### config.mk
export PLATFORM = sky130hd
export DESIGN_NAME = pwm_duty_decoder
export DESIGN_NICKNAME = d
export VERILOG_FILES = /design/src/rtl/pwm_pkg.sv /design/src/rtl/phase_duty_counter.sv /design/src/rtl/pwm_duty_decoder.sv
export SDC_FILE = /design/constraint.sdc
export NUM_CORES = 1
export LEC_CHECK = 0
export CAP_MARGIN = 0
export CELL_PAD_IN_SITES_DETAIL_PLACEMENT = 1
export CELL_PAD_IN_SITES_GLOBAL_PLACEMENT = 2
export CORE_UTILIZATION = 35
export CTS_CLUSTER_SIZE = 10
export DETAILED_ROUTE_END_ITERATION = 12
export HOLD_SLACK_MARGIN = 0.03
export PLACE_DENSITY_LB_ADDON = 0.15
export SYNTH_ARGS = -nofsm -noshare
export SYNTH_HDL_FRONTEND = slang
export SYNTH_SLANG_ARGS = --single-unit
### constraint.sdc
create_clock -name clk -period 5.7 [get_ports clk]
set_input_delay 1.14 -clock clk [delete_from_list [all_inputs] [get_ports clk]]
set_output_delay 1.14 -clock clk [all_outputs]
set_load 0.03 [all_outputs]
### src/rtl/pwm_pkg.sv
// Shared state/operation enums and default sizing for the PWM duty decoder.
package pwm_pkg;

    localparam int          DEFAULT_WIDTH      = 16;
    localparam int unsigned DEFAULT_MAX_PERIOD = 32'h0000_FFFF;

    typedef enum logic [1:0] {
        WAIT_SYNC = 2'd0,
        MEASURE   = 2'd1,
        TIMEOUT   = 2'd2
    } state_e;

    // Counter operation broadcast from the FSM to the period and per-phase counters.
    typedef enum logic [1:0] {
        CNT_CLEAR   = 2'd0,
        CNT_RESTART = 2'd1,
        CNT_INCR    = 2'd2
    } cnt_op_e;

endpackage

### src/rtl/phase_duty_counter.sv
// One phase: saturating high-time counter with capture register and sticky shoot-through flag.
// Shoot-through detection is compiled in only when PWM_FAULT_DETECT_EN is defined.
module phase_duty_counter
    import pwm_pkg::*;
#(
    parameter int WIDTH = DEFAULT_WIDTH
) (
    input  logic             clk,
    input  logic             reset,
    input  cnt_op_e          i_cnt_op,
    input  logic             i_capture,
    input  logic             i_v,
    input  logic             i_vn,
    input  logic             i_fault_clr,
    output logic [WIDTH-1:0] o_duty,
    output logic             o_fault
);

    localparam logic [WIDTH-1:0] CNT_MAX = '1;
    localparam logic [WIDTH-1:0] CNT_ONE = {{(WIDTH-1){1'b0}}, 1'b1};

    logic [WIDTH-1:0] r_cnt;
    logic [WIDTH-1:0] w_cnt_next;
    logic [WIDTH-1:0] r_duty;

    always_comb begin
        w_cnt_next = r_cnt;
        case (i_cnt_op)
            CNT_RESTART: w_cnt_next = {{(WIDTH-1){1'b0}}, i_v};
            CNT_INCR: begin
                if (i_v && (r_cnt != CNT_MAX)) begin
                    w_cnt_next = r_cnt + CNT_ONE;
                end
            end
            default: w_cnt_next = '0;
        endcase
    end

    // Capture takes the count before the restart sample is folded in.
    always_ff @(posedge clk) begin
        if (reset) begin
            r_cnt  <= '0;
            r_duty <= '0;
        end else begin
            r_cnt <= w_cnt_next;
            if (i_capture) begin
                r_duty <= r_cnt;
            end
        end
    end

    assign o_duty = r_duty;

`ifdef PWM_FAULT_DETECT_EN
    logic r_fault;

    // A new shoot-through has priority over a clear arriving in the same cycle.
    always_ff @(posedge clk) begin
        if (reset) begin
            r_fault <= 1'b0;
        end else if (i_v && i_vn) begin
            r_fault <= 1'b1;
        end else if (i_fault_clr) begin
            r_fault <= 1'b0;
        end
    end

    assign o_fault = r_fault;
`else
    logic w_unused_fault_inputs;
    assign w_unused_fault_inputs = i_vn ^ i_fault_clr;
    assign o_fault = 1'b0;
`endif

endmodule

### src/rtl/pwm_duty_decoder.sv
// Measures per-phase high time and carrier period between sync pulses of a 3-phase PWM.
// Optional shoot-through detection: define PWM_FAULT_DETECT_EN.
module pwm_duty_decoder
    import pwm_pkg::*;
#(
    parameter int          WIDTH      = DEFAULT_WIDTH,
    parameter int unsigned MAX_PERIOD = DEFAULT_MAX_PERIOD
) (
    input  logic             clk,
    input  logic             reset,
    input  logic             Va,
    input  logic             Van,
    input  logic             Vb,
    input  logic             Vbn,
    input  logic             Vc,
    input  logic             Vcn,
    input  logic             sync,
    input  logic             fault_clr,
    output logic [WIDTH-1:0] duty_a,
    output logic [WIDTH-1:0] duty_b,
    output logic [WIDTH-1:0] duty_c,
    output logic [WIDTH-1:0] period,
    output logic             valid,
    output logic             timeout,
    output logic [2:0]       fault
);

    localparam logic [WIDTH-1:0] CNT_MAX = '1;
    localparam logic [WIDTH-1:0] CNT_ONE = {{(WIDTH-1){1'b0}}, 1'b1};

    logic [2:0]       r_v;
    logic [2:0]       r_vn;
    logic             r_sync;

    state_e           r_state;
    state_e           w_state_next;
    cnt_op_e          w_cnt_op;
    logic             w_capture;
    logic             w_at_max;

    logic [WIDTH-1:0] r_period_cnt;
    logic [WIDTH-1:0] r_period;
    logic             r_valid;

    logic [WIDTH-1:0] w_duty [3];
    logic [2:0]       w_fault;

    always_ff @(posedge clk) begin
        if (reset) begin
            r_v    <= '0;
            r_vn   <= '0;
            r_sync <= 1'b0;
        end else begin
            r_v    <= {Vc, Vb, Va};
            r_vn   <= {Vcn, Vbn, Van};
            r_sync <= sync;
        end
    end

    // The saturated count is widened so a MAX_PERIOD beyond 2^WIDTH-1 never times out.
    assign w_at_max = (32'(r_period_cnt) >= MAX_PERIOD);

    always_ff @(posedge clk) begin
        if (reset) begin
            r_state <= WAIT_SYNC;
        end else begin
            r_state <= w_state_next;
        end
    end

    always_comb begin
        w_state_next = r_state;
        w_cnt_op     = CNT_CLEAR;
        w_capture    = 1'b0;
        case (r_state)
            WAIT_SYNC, TIMEOUT: begin
                if (r_sync) begin
                    w_state_next = MEASURE;
                    w_cnt_op     = CNT_RESTART;
                end
            end
            MEASURE: begin
                if (r_sync) begin
                    w_cnt_op  = CNT_RESTART;
                    w_capture = 1'b1;
                end else if (w_at_max) begin
                    w_state_next = TIMEOUT;
                end else begin
                    w_cnt_op = CNT_INCR;
                end
            end
            default: w_state_next = WAIT_SYNC;
        endcase
    end

    always_ff @(posedge clk) begin
        if (reset) begin
            r_period_cnt <= '0;
            r_period     <= '0;
            r_valid      <= 1'b0;
        end else begin
            r_valid <= w_capture;
            if (w_capture) begin
                r_period <= r_period_cnt;
            end
            case (w_cnt_op)
                CNT_RESTART: r_period_cnt <= CNT_ONE;
                CNT_INCR: begin
                    if (r_period_cnt != CNT_MAX) begin
                        r_period_cnt <= r_period_cnt + CNT_ONE;
                    end
                end
                default: r_period_cnt <= '0;
            endcase
        end
    end

    genvar gi;
    generate
        for (gi = 0; gi < 3; gi++) begin : g_phase
            phase_duty_counter #(
                .WIDTH(WIDTH)
            ) u_phase (
                .clk        (clk),
                .reset      (reset),
                .i_cnt_op   (w_cnt_op),
                .i_capture  (w_capture),
                .i_v        (r_v[gi]),
                .i_vn       (r_vn[gi]),
                .i_fault_clr(fault_clr),
                .o_duty     (w_duty[gi]),
                .o_fault    (w_fault[gi])
            );
        end
    endgenerate

    assign duty_a  = w_duty[0];
    assign duty_b  = w_duty[1];
    assign duty_c  = w_duty[2];
    assign period  = r_period;
    assign valid   = r_valid;
    assign timeout = (r_state == TIMEOUT);
    assign fault   = w_fault;

endmodule

**Word level (Yosys, flattened, before mapping)**

Index checks and enable logic that the tools add are counted.

- Register bits after elaboration: 135
- Input port bits: 10
- Output and inout bits: 69
- Logic and storage cells: 56

- $add $sub $neg: 4
- Order comparisons: 1
- Eq/ne operators: 15
- Multiplexer cells: 18
- Reductions and logical operators: 6

Operators by type and width:

| kind | number |
|---|---|
| one-hot mux 16 bit (2 select lines) | 4 |
| adder 16 x 1 -> 16 bit (second input constant) | 4 |
| 2-to-1 mux 16 bit | 4 |
| inequality test 16 bit (second input constant) | 4 |
| greater-or-equal comparator 16 bit (second input constant) | 1 |
| 2-to-1 mux 2 bit | 5 |
| inequality test 2 bit (second input constant) | 4 |
| one-hot mux 2 bit (2 select lines) | 2 |
| inequality test 2 x 1 -> 1 bit (second input constant) | 3 |
| equality test 2 x 1 -> 1 bit (second input constant) | 2 |
| equality test 2 bit (second input constant) | 2 |
| logical AND 1 bit | 3 |
| 2-to-1 mux 1 bit | 3 |
| AND reduction 3 bit | 1 |
| zero test 2 bit | 1 |
| OR reduction 2 bit | 1 |

**Depth between registers and ports, before layout**

- Word-level depth: 6
- Gate-level depth with buffers: 12
- Mapped depth without buffers: 10

**Hierarchy**

From an unflattened synthesis, not the netlist that was laid out.

- Cells, all modules: 744
- Area total of the unflattened synthesis: 6,671.4 um^2

Modules (own cells, without submodules):

| module | instances | cells an instance | area each (um^2) | seq. area each (um^2) |
|---|---|---|---|---|
| phase_duty_counter | 3 | 175 | 1,595.3 | 640.6 |
| pwm_duty_decoder | 1 | 219 | 1,885.6 | 840.8 |

**Worst setup path before layout**

No wires, ideal clock.

- Path type: register -> register
- Start: register r_period_cnt[0]
- End: register g_phase[2].u_phase.r_cnt[2]
- Library setup time: 0.135 ns
- Arrival time: 3.041 ns
- Required time: 5.565 ns
- Setup slack: 2.524 ns
- Stages on the path, launching flop included: 13
- Path buffers: 3
- Period minus slack after synthesis: 3.176 ns
- Cell sequence: dfxtp_1 > ha_1 > nand2_1 > or4_1 > nor2_1 > nor3_1 > ha_1 > clkbuf_1 > clkbuf_1 > clkbuf_1 > nor2_1 > o311ai_0 > o41ai_1

- Cells in the longest elaborated chain, start to end: 6
- Elaborated cells on any way between the ends: 8
- Classes of those cells: 1 x order compare; 3 x eq/ne; 4 x mux

Ends and longest elaborated chain:

| what | line | RTL |
|---|---|---|
| start: declaration | pwm_duty_decoder.sv:41 | `logic [WIDTH-1:0] r_period_cnt;` |
| start signal: assignment | pwm_duty_decoder.sv:110 | `r_period_cnt <= r_period_cnt + CNT_ONE;` |
| greater-or-equal comparator 16 bit * | pwm_duty_decoder.sv:61 | `assign w_at_max = (32'(r_period_cnt) >= MAX_PERIOD);` |
| 2-to-1 mux 2 bit * | pwm_duty_decoder.sv:86 | `end else if (w_at_max) begin` |
| 2-to-1 mux 2 bit * | pwm_duty_decoder.sv:83 | `if (r_sync) begin` |
| one-hot mux 2 bit (2 select lines) * | pwm_duty_decoder.sv:75 | `case (r_state)` |
| equality test 2 bit / equality test 2 x 1 -> 1 bit (equally long branches) | phase_duty_counter.sv:28 | `case (i_cnt_op)` |
| one-hot mux 16 bit (2 select lines) / inequality test 2 x 1 -> 1 bit (equally long branches) | - |  |
| end signal: assignment | phase_duty_counter.sv:45 | `r_cnt <= w_cnt_next;` |
| end: declaration | phase_duty_counter.sv:22 | `logic [WIDTH-1:0] r_cnt;` |

Every way passes the cells marked *; elsewhere a longest branch is shown, timed or not.
A chain may end at the register's enable or synchronous reset.

**Final worst setup path**

- Start: register r_period_cnt[0]
- End: register r_period_cnt[12]

- Cells in the longest elaborated chain, start to end: 6
- Elaborated cells on any way between the ends: 11
- Classes of those cells: 1 x add/sub; 1 x order compare; 4 x eq/ne; 5 x mux

Ends and longest elaborated chain:

| what | line | RTL |
|---|---|---|
| greater-or-equal comparator 16 bit | pwm_duty_decoder.sv:61 |  |
| 2-to-1 mux 2 bit | pwm_duty_decoder.sv:86 |  |
| 2-to-1 mux 2 bit | pwm_duty_decoder.sv:83 |  |
| one-hot mux 2 bit (2 select lines) | pwm_duty_decoder.sv:75 |  |
| equality test 2 bit / equality test 2 x 1 -> 1 bit (equally long branches) | pwm_duty_decoder.sv:106 | `case (w_cnt_op)` |
| one-hot mux 16 bit (2 select lines) / inequality test 2 bit (equally long branches) | - |  |

Several ways; a longest one is shown, not always the timed one. The select of a mux whose other input is x is not followed.

==> metrics.md <==
| Metric | Value |
|---|---|
| Startpoint types | flop |
| Pwr/cell area | 286 nW/um2 |
| Die W | 136 um |
| Full die area | 18400 um2 |
| Core ar. | 17400 um2 |
| Lkg Pwr | 2.45 nW |
| P&R area growth vs syn | 23.1% |
| Routed vias/inst | 5.68 |
| Hold Path Class | reg -> reg |
| Final min period | 4470 ps |
| Postcts setup bufs | 0 |
| Reg2reg start | r_period_cnt[0] |
| Clk sinks | 135 |
| Vias in the first global route | 5848 |
| CTS tree | done |
| Worst hold start | g_phase[0].u_phase.o_duty[8] |
| Maximum clock rate | 224 MHz |
| Global route total overflow | 0 |
| Worst r2r dst | r_period_cnt[12] |
| Post-synth EDFFs | 0 |
| RSZ-0062 raised after global routing | no |
| Worst EP required | 5940 ps |
| Clock Latency Late Sink | 420 ps |
| Average wire per standard cell | 17.6 um |
| Register area share after synthesis | 43.2% |
| Tot Pwr | 2.20 mW |
| Worst vdd ir | 0.217 mV |
| Cts hold-fix bufs | 0 |
| Critical path startpoint | r_period_cnt[0] |
| Crit Path Class | reg -> reg |
| Hold EP | g_phase[0].u_phase.o_duty[8] |
| TNS Setup | 0 ps |
| Io pins | 79 |
| GP Congestion | 0.781 |
| CTS clk-pin slew, worst paths | 60 ps |
| CTS H-tree depth | 4 |
| Maximum capacitance violations | 0 |
| Final-report hold violation count | 0 |
| Cell Area, Synth | 6250 um2 |
| PortBufs | 71 |
| CTS Root Buffer Type | clkbuf_16 |
| GRT Overall Usage | 20.8% |
| N_diodes | 0 |
| Fin nets | 824 |
| First-pass GRT wire length | 30.2 mm |
| Hpwl dp | 12.2 mm |
| Slew @ Worst Pin | 1220 ps |
| Largest net degree at the start of global routing | 56 |
| Final setup viols | 0 |
| DR pass1 iterations | 4 |
| Syn Inst Count | 769 |
| Ys flop type | dfxtp_1 |
| Syn_area_per_cell | 8.13 um2 |
| Initial antenna violation count | 0 |
| Via Count | 5933 |
| Max Buffers Root-to-Sink | 2 |
| Post-cts resize count | 0 |
| DRT Wirelength | 18.4 mm |
| Layout Skew | 8.29 ps |
| Crit Path Max Fanout | 28 |
| Pins over their slew limit | 0 |
| Antenna Violating Nets Remaining | 0 |
| Initial core utilization | 36.0% |
| CTS Buf Count | 17 |
| Proportion of layout cells with a drive suffix above 1 | 7.68% |
| Hold path cells | 2 |
| Max transition margin | 18.2% |
| Commonest non-fill, non-tap cell in the layout | nand2_1 |
| # DRC | 0 |
| FF-to-FF setup slack | 1230 ps |
| Critical Path AT | 4710 ps |
| Standard-cell row count | 48 |
| Unique cell type count in the Yosys netlist | 64 |
| Initial DRC Count | 383 |
| Final worst setup slack | 1230 ps |
| FF-to-FF path depth | 9 |
| Vert. Die Dim | 136 um |
| Dpl ws | 1260 ps |
| Fin crit share | 78.4% |
| Yosys Warn Count | 0 |
| Critical path endpoint category | flop |
| Status | complete, no violations |
| Ys async rst share | 0% |
| FF+latch count, synth | 135 |
| Commonest cells after routing, fill and taps aside | nand2_1, dfxtp_1, a21oi_1 |
## metal layers
layer / wire [um] / vias to the layer above / GRT usage [%] / part of all wire, %
met5: 0 / - / 0 / 0
met1: 8580 / 2928 / 26.3 / 47
met4: 296 / 0 / 7.87 / 1.6
met2: 8920 / 103 / 34.9 / 48
met3: 620 / 19 / 3.93 / 3.4
li1: - / 2883 / - / -
## worst max path at each step
stage	end	slack (ps)	cells past startpoint
after floorplan	g_phase[2].u_phase.r_cnt[2]	2520	12
after global placement	r_period_cnt[12]	1430	9
after detailed placement	r_period_cnt[12]	1260	9
after CTS	r_period_cnt[12]	1210	9
after global routing	r_period_cnt[12]	900	9
final	r_period_cnt[12]	1230	9
## critical path, cell delays in order, from the launching register on
cell	delay [ps]
dfxtp_1	460
ha_1	340
nand2_1	170
or4_1	570
nor2_1	260
nor3_1	90
ha_1	950
inv_1	340
a21oi_1	910
a2111oi_0	190
## cell type report
| type | count | area [um2] |
|---|---|---|
| multi-input cells | 555 | 3250 |
| fillers | 2016 | 9660 |
| flip-flops and latches | 135 | 2700 |
| well taps | 225 | 282 |
| clock buffers | 24 | 512 |
| clock inverters | 7 | 115 |
| repair buffers | 79 | 766 |
| inverters | 20 | 75.1 |
## synth_stat cells (3+ instances only)
cell	count	area share, %
nand4_2	3	0.60
o311a_1	3	0.48
or2_2	4	0.40
o22a_1	5	0.70
nor2_1	23	1.4
a2111oi_0	3	0.42
or3_1	8	0.80
and3_1	5	0.50
dfxtp_1	135	43
nor4_1	17	1.7
a21oi_1	86	6.9
buf_2	10	0.80
a211oi_1	11	1.3
nand4_1	24	2.4
nand2b_1	5	0.50
nor3_1	15	1.2
ha_1	6	1.2
or4_1	11	1.3
o21ai_0	20	1.6
a31o_2	4	0.56
mux2i_1	5	0.80
a32o_1	5	0.80
o41ai_1	6	0.84
and4_1	7	0.98
buf_4	4	0.48
nand3_1	23	1.8
a221oi_1	6	0.84
nor2b_1	12	1.2
buf_1	4	0.24
and2_1	3	0.30
nand2_1	157	9.4
clkbuf_1	43	2.6
o31ai_1	11	1.3
o311ai_0	5	0.70
inv_1	20	1.2
o211ai_1	8	0.96
a41oi_1	6	0.84
a31oi_1	13	1.3
## state kept, by name (all words and copies together), names as in the netlist
signal	flops
r_state	2
g_phase.u_phase.o_duty	48
period	16
valid	1
r_period_cnt	16
r_sync	1
g_phase.u_phase.r_cnt	48
r_v	3
## kinds of logic (layout without fill, tap and decap cells)
family | Yosys count | after routing | synth area share [%]
other | 1 | 3 | 0.0600
multiplexers | 7 | 7 | 1.16
XOR/XNOR | 2 | 2 | 0.280
buffers and inverters | 81 | 130 | 5.30
AO/OA/AOI/OAI | 204 | 204 | 21.3
flip-flops | 135 | 135 | 43.2
AND/OR/NAND/NOR | 333 | 333 | 27.5
adder cells (fa/ha/maj) | 6 | 6 | 1.20
## power breakdown
group | internal, mW | total (mW) | switching [mW]
clock | 0.754 | 1.17 | 0.412
sequential | 0.947 | 0.953 | 0.00611
combinational | 0.0204 | 0.0827 | 0.0623
## metrics by stage
| step | hold slack (ps) | std cells | area (um2) | util (%) |
|---|---|---|---|---|
| after floorplan | 445 | 771 | 6260 | - |
| after global placement | 443 | 1014 | 7070 | 40.7 |
| after detailed placement | 448 | 1014 | 7070 | 40.7 |
| after CTS | 456 | 1045 | 7700 | 44.3 |
| after global routing | 473 | 1045 | 7700 | 44.3 |
| final | 452 | 1045 | 7700 | 44.3 |
Power figures use the tool's default switching activity.
